**src/rtl/uart_rx.sv**
```systemverilog
// UART receiver: oversampled start/data/stop framing on a synchronized rx line.
// Emits a one-clk data_valid on a good stop bit, or a one-clk frame_error on a low one.
module uart_rx #(
    parameter int unsigned DATA_BITS  = 8,
    parameter int unsigned OVERSAMPLE = 16
) (
    input  logic                 clk,
    input  logic                 reset,
    input  logic                 baud_tick,
    input  logic                 rx,
    output logic [DATA_BITS-1:0] data_out,
    output logic                 data_valid,
    output logic                 frame_error,
    output logic                 busy
);

    localparam int unsigned TICK_W = $clog2(OVERSAMPLE);
    localparam int unsigned BIT_W  = $clog2(DATA_BITS + 1);

    localparam logic [TICK_W-1:0] TICK_HALF = TICK_W'(OVERSAMPLE / 2 - 1);
    localparam logic [TICK_W-1:0] TICK_LAST = TICK_W'(OVERSAMPLE - 1);
    localparam logic [BIT_W-1:0]  BIT_LAST  = BIT_W'(DATA_BITS - 1);

    typedef enum logic [2:0] {
        IDLE      = 3'd0,
        START     = 3'd1,
        DATA      = 3'd2,
        STOP      = 3'd3,
        WAIT_HIGH = 3'd4
    } state_e;

    state_e                 state_q, state_d;
    logic                   rx_meta_q, rx_s_q;
    logic [TICK_W-1:0]      tick_cnt_q, tick_cnt_d;
    logic [BIT_W-1:0]       bit_cnt_q, bit_cnt_d;
    logic [DATA_BITS-1:0]   shift_q, shift_d;
    logic [DATA_BITS-1:0]   data_out_q, data_out_d;
    logic                   data_valid_q, valid_d;
    logic                   frame_error_q, ferr_d;
    logic                   busy_q, busy_d;

    // Two-flop synchronizer; idles high so reset never looks like a start bit.
    always_ff @(posedge clk) begin
        if (reset) begin
            rx_meta_q <= 1'b1;
            rx_s_q    <= 1'b1;
        end else begin
            rx_meta_q <= rx;
            rx_s_q    <= rx_meta_q;
        end
    end

    always_ff @(posedge clk) begin
        if (reset) begin
            state_q <= IDLE;
        end else if (baud_tick) begin
            state_q <= state_d;
        end
    end

    always_comb begin
        state_d = state_q;
        case (state_q)
            IDLE:      if (!rx_s_q) state_d = START;
            START:     if (tick_cnt_q == TICK_HALF) state_d = rx_s_q ? IDLE : DATA;
            DATA:      if (tick_cnt_q == TICK_LAST && bit_cnt_q == BIT_LAST) state_d = STOP;
            STOP:      if (tick_cnt_q == TICK_LAST) state_d = rx_s_q ? IDLE : WAIT_HIGH;
            WAIT_HIGH: if (rx_s_q) state_d = IDLE;
            default:   state_d = IDLE;
        endcase
    end

    // Counters, shifter and result strobes for the current tick.
    always_comb begin
        tick_cnt_d = tick_cnt_q + TICK_W'(1);
        bit_cnt_d  = bit_cnt_q;
        shift_d    = shift_q;
        data_out_d = data_out_q;
        valid_d    = 1'b0;
        ferr_d     = 1'b0;
        case (state_q)
            IDLE: begin
                tick_cnt_d = '0;
            end
            START: begin
                if (tick_cnt_q == TICK_HALF) begin
                    tick_cnt_d = '0;
                    bit_cnt_d  = '0;
                end
            end
            DATA: begin
                if (tick_cnt_q == TICK_LAST) begin
                    tick_cnt_d = '0;
                    shift_d    = {rx_s_q, shift_q[DATA_BITS-1:1]};
                    bit_cnt_d  = bit_cnt_q + BIT_W'(1);
                end
            end
            STOP: begin
                if (tick_cnt_q == TICK_LAST) begin
                    tick_cnt_d = '0;
                    if (rx_s_q) begin
                        data_out_d = shift_q;
                        valid_d    = 1'b1;
                    end else begin
                        ferr_d = 1'b1;
                    end
                end
            end
            WAIT_HIGH: begin
                tick_cnt_d = '0;
            end
            default: begin
                tick_cnt_d = '0;
            end
        endcase
        busy_d = (state_d != IDLE);
    end

    // Strobes self-clear on the next clk; everything else only moves on a tick.
    always_ff @(posedge clk) begin
        if (reset) begin
            tick_cnt_q    <= '0;
            bit_cnt_q     <= '0;
            shift_q       <= '0;
            data_out_q    <= '0;
            data_valid_q  <= 1'b0;
            frame_error_q <= 1'b0;
            busy_q        <= 1'b0;
        end else begin
            data_valid_q  <= baud_tick & valid_d;
            frame_error_q <= baud_tick & ferr_d;
            if (baud_tick) begin
                tick_cnt_q <= tick_cnt_d;
                bit_cnt_q  <= bit_cnt_d;
                shift_q    <= shift_d;
                data_out_q <= data_out_d;
                busy_q     <= busy_d;
            end
        end
    end

    assign data_out    = data_out_q;
    assign data_valid  = data_valid_q;
    assign frame_error = frame_error_q;
    assign busy        = busy_q;

endmodule

```
**config.mk**
```make
export PLATFORM = sky130hd
export DESIGN_NAME = uart_rx
export DESIGN_NICKNAME = d
export VERILOG_FILES = /design/src/rtl/uart_rx.sv
export SDC_FILE = /design/constraint.sdc
export NUM_CORES = 1
export LEC_CHECK = 0
export ABC_AREA = 1
export CAP_MARGIN = 15
export CORE_ASPECT_RATIO = 1.4
export CORE_MARGIN = 5
export CORE_UTILIZATION = 52
export CTS_BUF_LIST = sky130_fd_sc_hd__clkbuf_4 sky130_fd_sc_hd__clkbuf_8
export DETAILED_ROUTE_END_ITERATION = 10
export PLACE_DENSITY = 0.78
export SETUP_SLACK_MARGIN = 0.05
export SLEW_MARGIN = 40
export SYNTH_ARGS = -nofsm -noshare
export SYNTH_HDL_FRONTEND = slang
export SYNTH_SLANG_ARGS = --single-unit
```
**constraint.sdc**
```tcl
create_clock -name clk -period 1.29 [get_ports clk]
set_input_delay 0.258 -clock clk [delete_from_list [all_inputs] [get_ports clk]]
set_output_delay 0.258 -clock clk [all_outputs]
set_load 0.005 [all_outputs]
```
==> results.py, run 1 <==
metrics = {
    "detailed_routing": {
        "vias_per_cell": 5.09,
        "initialDrtViolationCount": 30,
        "wire_per_inst_um": 12.7,
        "detail_route.drc_violations": 0,
        "detail-route-antenna-nets": 0,
        "detailedRoute.firstPassIterationCount": 4,
        "num_vias": 1323,
        "totalWireLength_mm": 3.31,
    },
    "critical_path": {
        "crit_path_cell_trace": "ha_4 -> nand2_4 -> nor2_4 -> nand2_4 -> nor3_4 -> buf_12 -> clkinvlp_4 -> nor2_1 -> nor2_1",
        "maximum_fanout_along_the_worst_path": 4,
        "reg2reg_depth": 9,
        "worst-endpoint-required_ns": 1.52,
        "start_kind": "flip-flop",
        "worst_setup_path_startpoint": "tick_cnt_q[1]",
        "critical_path_buf_inv_count": 2,
        "crit_cells": 9,
        "critPathCapture": "data_out[5]",
        "worst_path_class_setup": "reg -> reg",
        "cp.arrival_ns": 1.70,
        "r2r_path_start": "tick_cnt_q[1]",
        "cell_class_contributing_the_biggest_share_of_worst_path_delay": "simple AND/OR/NAND/NOR gates",
        "worst_path_max_delay_cell": "sky130_fd_sc_hd__dfxtp_2",
        "cp_slowest_stage_delay_ns": 0.36,
        "critical_r2r_capture": "data_out[5]",
        "reg2reg_setup_slack_ns": -0.18,
        "worst_setup_path_end_kind": "flip-flop",
    },
    "timing": {
        "final.setup.worst_slack_ns": -0.179,
        "layout_worst_path_cycle_share_pct": 114,
        "setup_viol": 26,
        "fin_worst_hold_slack_ns": 0.412,
        "final.setup_skew_ns": 0.0132,
        "final-max-slew-violation-count": 0,
        "fmax_mhz": 681,
        "worst-slew-pin-transition_ns": 0.483,
        "grt_setup_unrepaired": "yes",
        "finalHoldViolCount": 0,
        "relSlewSlack_pct": 67.8,
        "layout_min_cycle_time_ns": 1.47,
    },
    "floorplan": {
        "top_ports": 15,
        "die_h_um": 70.6,
        "initial_utilization_pct": 52.8,
        "fp.coreArea_um2": 2590,
        "placement_rows": 22,
        "die_area_um2": 3760,
        "die_extent_in_x_um": 53.3,
    },
    "min_path": {
        "min_path_type": "reg -> reg",
    },
    "logic_synthesis": {
        "synth_seq_cells": 32,
        "compound_gate_fraction_of_synth_area_pct": 14.5,
        "synth_cells": 184,
        "netlist_area_um2": 1370,
        "syn-mean-instance-area_um2": 7.42,
        "synth_fp_nets": 190,
        "yosys.area_share.simple_pct": 30.4,
        "synth.yosys.seq_area_share_pct": 46.9,
        "synthFlopType": "sky130_fd_sc_hd__dfxtp_1",
        "synth.distinct_cells": 22,
        "synth_top_family_by_area": "simple AND/OR/NAND/NOR gates",
        "ys_top_cells_by_area": "sky130_fd_sc_hd__dfxtp_1 47%, sky130_fd_sc_hd__nor2_1 13%, sky130_fd_sc_hd__o21ai_0 8.8%",
        "synthXorXnorAreaFrac_pct": 0,
        "synthDominantAreaCellType": "sky130_fd_sc_hd__dfxtp_1",
        "post_synth_fa_ha_maj_area_fraction_pct": 1.83,
        "async_reset_ff_share_pct": 0,
        "synth_warnings": 0,
        "mux_contribution_to_synthesized_area_pct": 0,
        "number_of_flops_mapped_to_enable_cells_by_yosys": 0,
        "netlist.area_leader.share_pct": 46.9,
    },
    "clock_network": {
        "cts.sink_count": 32,
        "clkSlewWorstSetupHoldPaths_ns": 0.11,
        "depth_of_the_cts_h_tree": 2,
        "numCtsBuffers": 5,
        "tritoncts": "done",
        "worst_case_clock_buffer_depth": 2,
        "root_buffer": "sky130_fd_sc_hd__clkbuf_4",
        "clock_insertion_delay_worst_skew_ns": 0.35,
    },
    "placed_design": {
        "gpl.final_weighted_congestion": 0.816,
        "dpl_cell_area_um2": 1670,
        "portBuffers": 14,
        "detailedPlacementHpwl_mm": 2.11,
    },
    "finish": {
        "antenna-diode-count": 0,
        "finish.net_count": 229,
        "fillCellCount": 209,
        "layout-drive-gt1-share_pct": 34.4,
        "layout.cell_area.non_filler_um2": 1940,
        "layout-area-overhead-vs-synth_pct": 41.8,
    },
    "power": {
        "ir_drop_mv": 1.10,
        "post-layout-total-power_w": 0.00201,
        "power.leakage_nw": 0.917,
        "power_per_cell_area_nw_per_um2": 1040,
    },
    "global_routing": {
        "first_global_vias": 1350,
        "grtUsageTotal_pct": 19.3,
        "grt_pass1_wl_mm": 5.42,
        "grt_antenna_before_repair": 0,
        "leftover_overflow_at_the_end_of_global_routing": 0,
        "grt_start_max_net_pins": 20,
    },
    "run_status": {
        "status": "complete, but fails checks",
        "failed_checks": "negative setup slack",
    },
    "job": {
        "timing.max_cap.violations": 0,
    },
}
per-stage QoR:
step | setup slack (ns) | TNS, ns | instances | utilization, %
floorplan | -0.103 | -0.821 | 184 | -
detailed placement | -0.329 | -7.40 | 246 | 64.6
CTS | -0.168 | -2.98 | 260 | 71.2
global placement | -0.306 | -6.46 | 246 | 64.6
finish | -0.179 | -3.32 | 260 | 74.8
global route | -0.263 | -5.54 | 260 | 74.8
sequential cells by signal (all words and copies together), names as in the netlist:
signal / flops
bit_cnt_q: 4
busy: 1
data_valid: 1
rx_s_q: 1
tick_cnt_q: 4
data_out: 8
state_q: 3
rx_meta_q: 1
frame_error: 1
shift_q: 8
layout by cell type, fill, tap and decap left out, types with 6 or more instances in the layout:
cell type | netlist | routed
sky130_fd_sc_hd__a21oi_1 | 11 | 6
sky130_fd_sc_hd__nand2_1 | 18 | 14
sky130_fd_sc_hd__nor2_2 | 0 | 6
sky130_fd_sc_hd__o21ai_0 | 24 | 9
sky130_fd_sc_hd__buf_4 | 2 | 15
sky130_fd_sc_hd__dfxtp_1 | 32 | 22
sky130_fd_sc_hd__inv_1 | 13 | 12
sky130_fd_sc_hd__dfxtp_2 | 0 | 10
sky130_fd_sc_hd__dlygate4sd2_1 | 0 | 10
sky130_fd_sc_hd__nor2_1 | 48 | 41
sky130_fd_sc_hd__o21ai_1 | 0 | 12
sky130_fd_sc_hd__nand3_1 | 14 | 9
worst min-delay path by stage:
stage	from	end	slack [ns]	cells after the start
2_1_floorplan	rx	rx_meta_q	0.36	1
3_3_place_gp	rx_meta_q	rx_s_q	0.40	1
3_5_place_dp	rx_meta_q	rx_s_q	0.40	1
4_1_cts	rx_meta_q	rx_s_q	0.42	1
5_1_grt	rx_meta_q	rx_s_q	0.45	1
6_report	rx_meta_q	rx_s_q	0.41	1
layout make-up:
class                   instances  area, µm²  area share (%)
clock buffers                   7       65.1            3.36
clock inverters                 1       30.0            1.55
inverters                      16       62.6            3.23
multi-input cells             132        756            39.0
flip-flops and latches         32        653            33.7
well taps                      36       45.0            2.33
repair buffers                 35        317            16.4
repair inverters                1       7.51           0.388
kinds of logic (layout without fill, tap and decap cells):
logic type	Yosys count	in the layout
compound gates	38	38
fa+ha+maj	2	2
buf+inv	20	60
flops	32	32
simple gates	92	92
layer usage:
| metal | GRT usage [%] | part of all wire, % | wire [µm] |
|---|---|---|---|
| met5 | 0 | 0 | 0 |
| met1 | 19.0 | 38 | 1260 |
| met4 | 8.52 | 2.3 | 76 |
| met2 | 34.7 | 57 | 1890 |
| met3 | 6.53 | 2.7 | 89 |
Yosys cell counts, types with 2 or more instances:
library cell	instances
sky130_fd_sc_hd__nor2_1	48
sky130_fd_sc_hd__nand3_1	14
sky130_fd_sc_hd__o21ai_0	24
sky130_fd_sc_hd__nor3_1	2
sky130_fd_sc_hd__buf_4	2
sky130_fd_sc_hd__ha_1	2
sky130_fd_sc_hd__a21oi_1	11
sky130_fd_sc_hd__dfxtp_1	32
sky130_fd_sc_hd__nand2_2	3
sky130_fd_sc_hd__nand2_1	18
sky130_fd_sc_hd__inv_1	13
sky130_fd_sc_hd__nor2_4	3
sky130_fd_sc_hd__or2_2	2
sky130_fd_sc_hd__o211ai_1	2
report_power, final:
group          internal (W)  switching [W]  total, W  leakage, nW
Sequential          0.00100      0.0000104   0.00101        0.264
Clock              0.000514       0.000344  0.000859       0.0515
Combinational     0.0000566      0.0000824  0.000139        0.602
Total               0.00157       0.000437   0.00201        0.917
repair_timing:
| action | in CTS | in global routing |
|---|---|---|
| hold buffers | 0 | 0 |
| resized for setup | 36 | 30 |
| endpoints found under the hold margin | 0 | 0 |
| pin swaps | 16 | 23 |
| setup buffers | 5 | 0 |
| cloned | 1 | 0 |
| endpoints found under the setup margin | 39 | 30 |
(Power assumes the default switching activity.)
==> run 2, diff against run 1 <==
--- a/config.mk
+++ b/config.mk
@@ -9,10 +9,10 @@
 export CAP_MARGIN = 15
 export CORE_ASPECT_RATIO = 1.4
 export CORE_MARGIN = 5
-export CORE_UTILIZATION = 52
+export CORE_UTILIZATION = 55
 export CTS_BUF_LIST = sky130_fd_sc_hd__clkbuf_4 sky130_fd_sc_hd__clkbuf_8
 export DETAILED_ROUTE_END_ITERATION = 10
-export PLACE_DENSITY = 0.78
+export PLACE_DENSITY = 0.79
 export SETUP_SLACK_MARGIN = 0.05
 export SLEW_MARGIN = 40
 export SYNTH_ARGS = -nofsm -noshare
==> constraint.sdc (replaced) <==
create_clock -name clk -period 1.5 [get_ports clk]
set_input_delay 0.3 -clock clk [delete_from_list [all_inputs] [get_ports clk]]
set_output_delay 0.3 -clock clk [all_outputs]
set_load 0.005 [all_outputs]
==> results.py, run 2 (synthesis results as in run 1) <==
metrics = {
    "detailed_routing": {
        "detail_route.drc_violations": 0,
        "vias_per_cell": 5.21,
        "route.met2.wl_mm": 1.80,
        "detailedRoute.firstPassIterationCount": 4,
        "num_vias": 1317,
        "initialDrtViolationCount": 40,
        "routed_metal_1_wire_length_mm": 1.27,
        "wire_per_inst_um": 12.9,
        "route.met3.wl_um": 139,
        "totalWireLength_mm": 3.27,
        "detail-route-antenna-nets": 0,
        "highest_layer": "met4",
    },
    "placed_design": {
        "placed_cells_incl_taps": 236,
        "portBuffers": 14,
        "detailedPlacementHpwl_mm": 2.15,
        "dpl_cell_area_um2": 1580,
        "gpl.final_weighted_congestion": 0.895,
    },
    "clock_network": {
        "tritoncts": "done",
        "cts.sink_count": 32,
        "numCtsBuffers": 5,
        "depth_of_the_cts_h_tree": 2,
        "root_buffer": "sky130_fd_sc_hd__clkbuf_4",
        "cts_hold_repair.buffers": 0,
        "worst_case_clock_buffer_depth": 2,
        "clkSlewWorstSetupHoldPaths_ns": 0.10,
        "clock_insertion_delay_worst_skew_ns": 0.33,
    },
    "global_routing": {
        "grt_pass1_wl_mm": 5.61,
        "leftover_overflow_at_the_end_of_global_routing": 0,
        "grt_start_max_net_pins": 20,
        "grt_antenna_before_repair": 0,
        "first_global_vias": 1248,
        "grtUsageTotal_pct": 21.2,
    },
    "timing": {
        "final.setup_skew_ns": 0.00791,
        "finalSetupTns_ns": 0,
        "final-max-slew-violation-count": 0,
        "layout_min_cycle_time_ns": 1.50,
        "fmax_mhz": 667,
        "layout_worst_path_cycle_share_pct": 100,
        "setup_viol": 0,
        "relSlewSlack_pct": 61.1,
        "finalHoldViolCount": 0,
        "fin_worst_hold_slack_ns": 0.429,
        "worst-slew-pin-transition_ns": 0.583,
        "grt_setup_unrepaired": "yes",
    },
    "power": {
        "power.net_switching_w": 0.000374,
        "power.leakage_nw": 0.862,
        "power.share.clock_pct": 32.2,
        "seqPwrFrac_pct": 60.1,
        "power.combinational.fraction_pct": 7.8,
        "internal-power_w": 0.00108,
        "switching_share_pct": 25.8,
        "ir_drop_mv": 0.693,
        "power_per_cell_area_nw_per_um2": 799,
    },
    "floorplan": {
        "fp.coreArea_um2": 2390,
        "die_h_um": 68.9,
        "initial_utilization_pct": 57.1,
        "die_extent_in_x_um": 52.1,
        "placement_rows": 21,
        "top_ports": 15,
        "die_area_um2": 3590,
    },
    "critical_path": {
        "worst_path_max_delay_cell": "sky130_fd_sc_hd__dfxtp_2",
        "worst-endpoint-required_ns": 1.74,
        "maximum_fanout_along_the_worst_path": 4,
        "start_kind": "flip-flop",
        "cp.arrival_ns": 1.74,
        "crit_path_cell_trace": "ha_4 -> nand2_4 -> nor2_4 -> nand2_4 -> nor3_4 -> buf_4 -> clkinvlp_4 -> nor2_1 -> nor2_1",
        "cell_class_contributing_the_biggest_share_of_worst_path_delay": "simple AND/OR/NAND/NOR gates",
        "cp_slowest_stage_delay_ns": 0.36,
        "worst_setup_path_end_kind": "flip-flop",
        "critical_path_buf_inv_count": 2,
        "worst_path_class_setup": "reg -> reg",
    },
    "finish": {
        "antenna-diode-count": 0,
        "most_common_cell_after_layout_fill_and_taps_aside": "sky130_fd_sc_hd__nor2_1",
        "layout-area-overhead-vs-synth_pct": 32.9,
        "finalCoreUtilization_pct": 75.9,
        "finish.net_count": 225,
        "count_of_placed_standard_cells_in_the_final_layout_fillers_left_out": 253,
        "highest_count_cells_in_the_layout_ignoring_fill_and_taps": "43 x sky130_fd_sc_hd__nor2_1, 23 x sky130_fd_sc_hd__dfxtp_1, 17 x sky130_fd_sc_hd__nand2_1",
        "layout-drive-gt1-share_pct": 29.2,
        "layout.cell_area.non_filler_um2": 1810,
    },
    "min_path": {
        "min_path_type": "reg -> reg",
    },
    "run_status": {
        "status": "finished, final reports clean",
    },
    "job": {
        "timing.max_cap.violations": 0,
    },
}
## run 2: cell count changes in the layout (fill, tap and decap cells not counted), sizes merged
cell,change
buf,-4
bufinv,-1
clkbuf,-2
clkdlybuf4s15,-1
clkinv,+1
clkinvlp,+1
dlygate4sd2,+1
## run 2: power groups by stage
stage	registers (W)	clock network, W	logic, W
2_1_floorplan	0.000887	0	0.0000583
3_3_place_gp	0.000888	0	0.0000908
3_5_place_dp	0.000888	0	0.0000946
4_1_cts	0.000870	0.000478	0.0000990
5_1_grt	0.000873	0.000523	0.000124
6_report	0.000871	0.000466	0.000113
## run 2: what timing repair did
action                                  CTS  global route
cloned                                    0             1
endpoints found under the setup margin   33            26
pin swaps                                 5            18
gates resized for setup                  33            26
buffers inserted                          4             5
## run 2: worst register-to-register path: cells and delay by family, from the launching register on
family                   cells  cell delay [ns]
flip-flops                   1             0.36
AND/OR/NAND/NOR              6             0.62
buffers and inverters        2             0.27
adder cells (fa/ha/maj)      1             0.16
## run 2: path summary, 6_finish.rpt
kind,slack [ns],endpoint,cells past startpoint,startpoint
setup / recovery,0.0006,data_out[0],9,tick_cnt_q[1]
hold reg to reg,0.43,rx_s_q,1,rx_meta_q
hold / removal,0.43,rx_s_q,1,rx_meta_q
setup reg to reg,0.0006,data_out[0],9,tick_cnt_q[1]
## run 2: through the flow
stage | setup WS, ns | power, W
after global routing | -0.0823 | 0.00152
after floorplan | 0.0997 | 0.000945
after detailed placement | -0.201 | 0.000983
after global placement | -0.0917 | 0.000978
after CTS | 0.00450 | 0.00145
final | 0.000552 | 0.00145
## run 2: cell type report
| cell class | count | area [µm²] |
|---|---|---|
| Tap cell | 34 | 42.5 |
| Timing Repair inverter | 1 | 7.51 |
| Clock buffer | 5 | 37.5 |
| Fill cell | 184 | 577 |
| Sequential cell | 32 | 652 |
| Inverter | 16 | 62.6 |
| Clock inverter | 2 | 12.5 |
| Timing Repair Buffer | 31 | 273 |
| Multi-Input combinational cell | 132 | 727 |
## run 2: metal layers
metal	vias up	GRT usage, %
met5	-	0
met4	0	10.8
met2	41	38.4
met1	598	21.9
li1	671	-
met3	7	6.02
==> run 3, diff against run 2 <==
--- a/config.mk
+++ b/config.mk
@@ -11,10 +11,11 @@
 export CORE_MARGIN = 5
 export CORE_UTILIZATION = 55
 export CTS_BUF_LIST = sky130_fd_sc_hd__clkbuf_4 sky130_fd_sc_hd__clkbuf_8
+export CTS_CLUSTER_SIZE = 40
 export DETAILED_ROUTE_END_ITERATION = 10
 export PLACE_DENSITY = 0.79
 export SETUP_SLACK_MARGIN = 0.05
-export SLEW_MARGIN = 40
+export SLEW_MARGIN = 20
 export SYNTH_ARGS = -nofsm -noshare
 export SYNTH_HDL_FRONTEND = slang
 export SYNTH_SLANG_ARGS = --single-unit
==> results of run 3 <==
No change in the layout: final DEF, timing and power equal those of run 2.
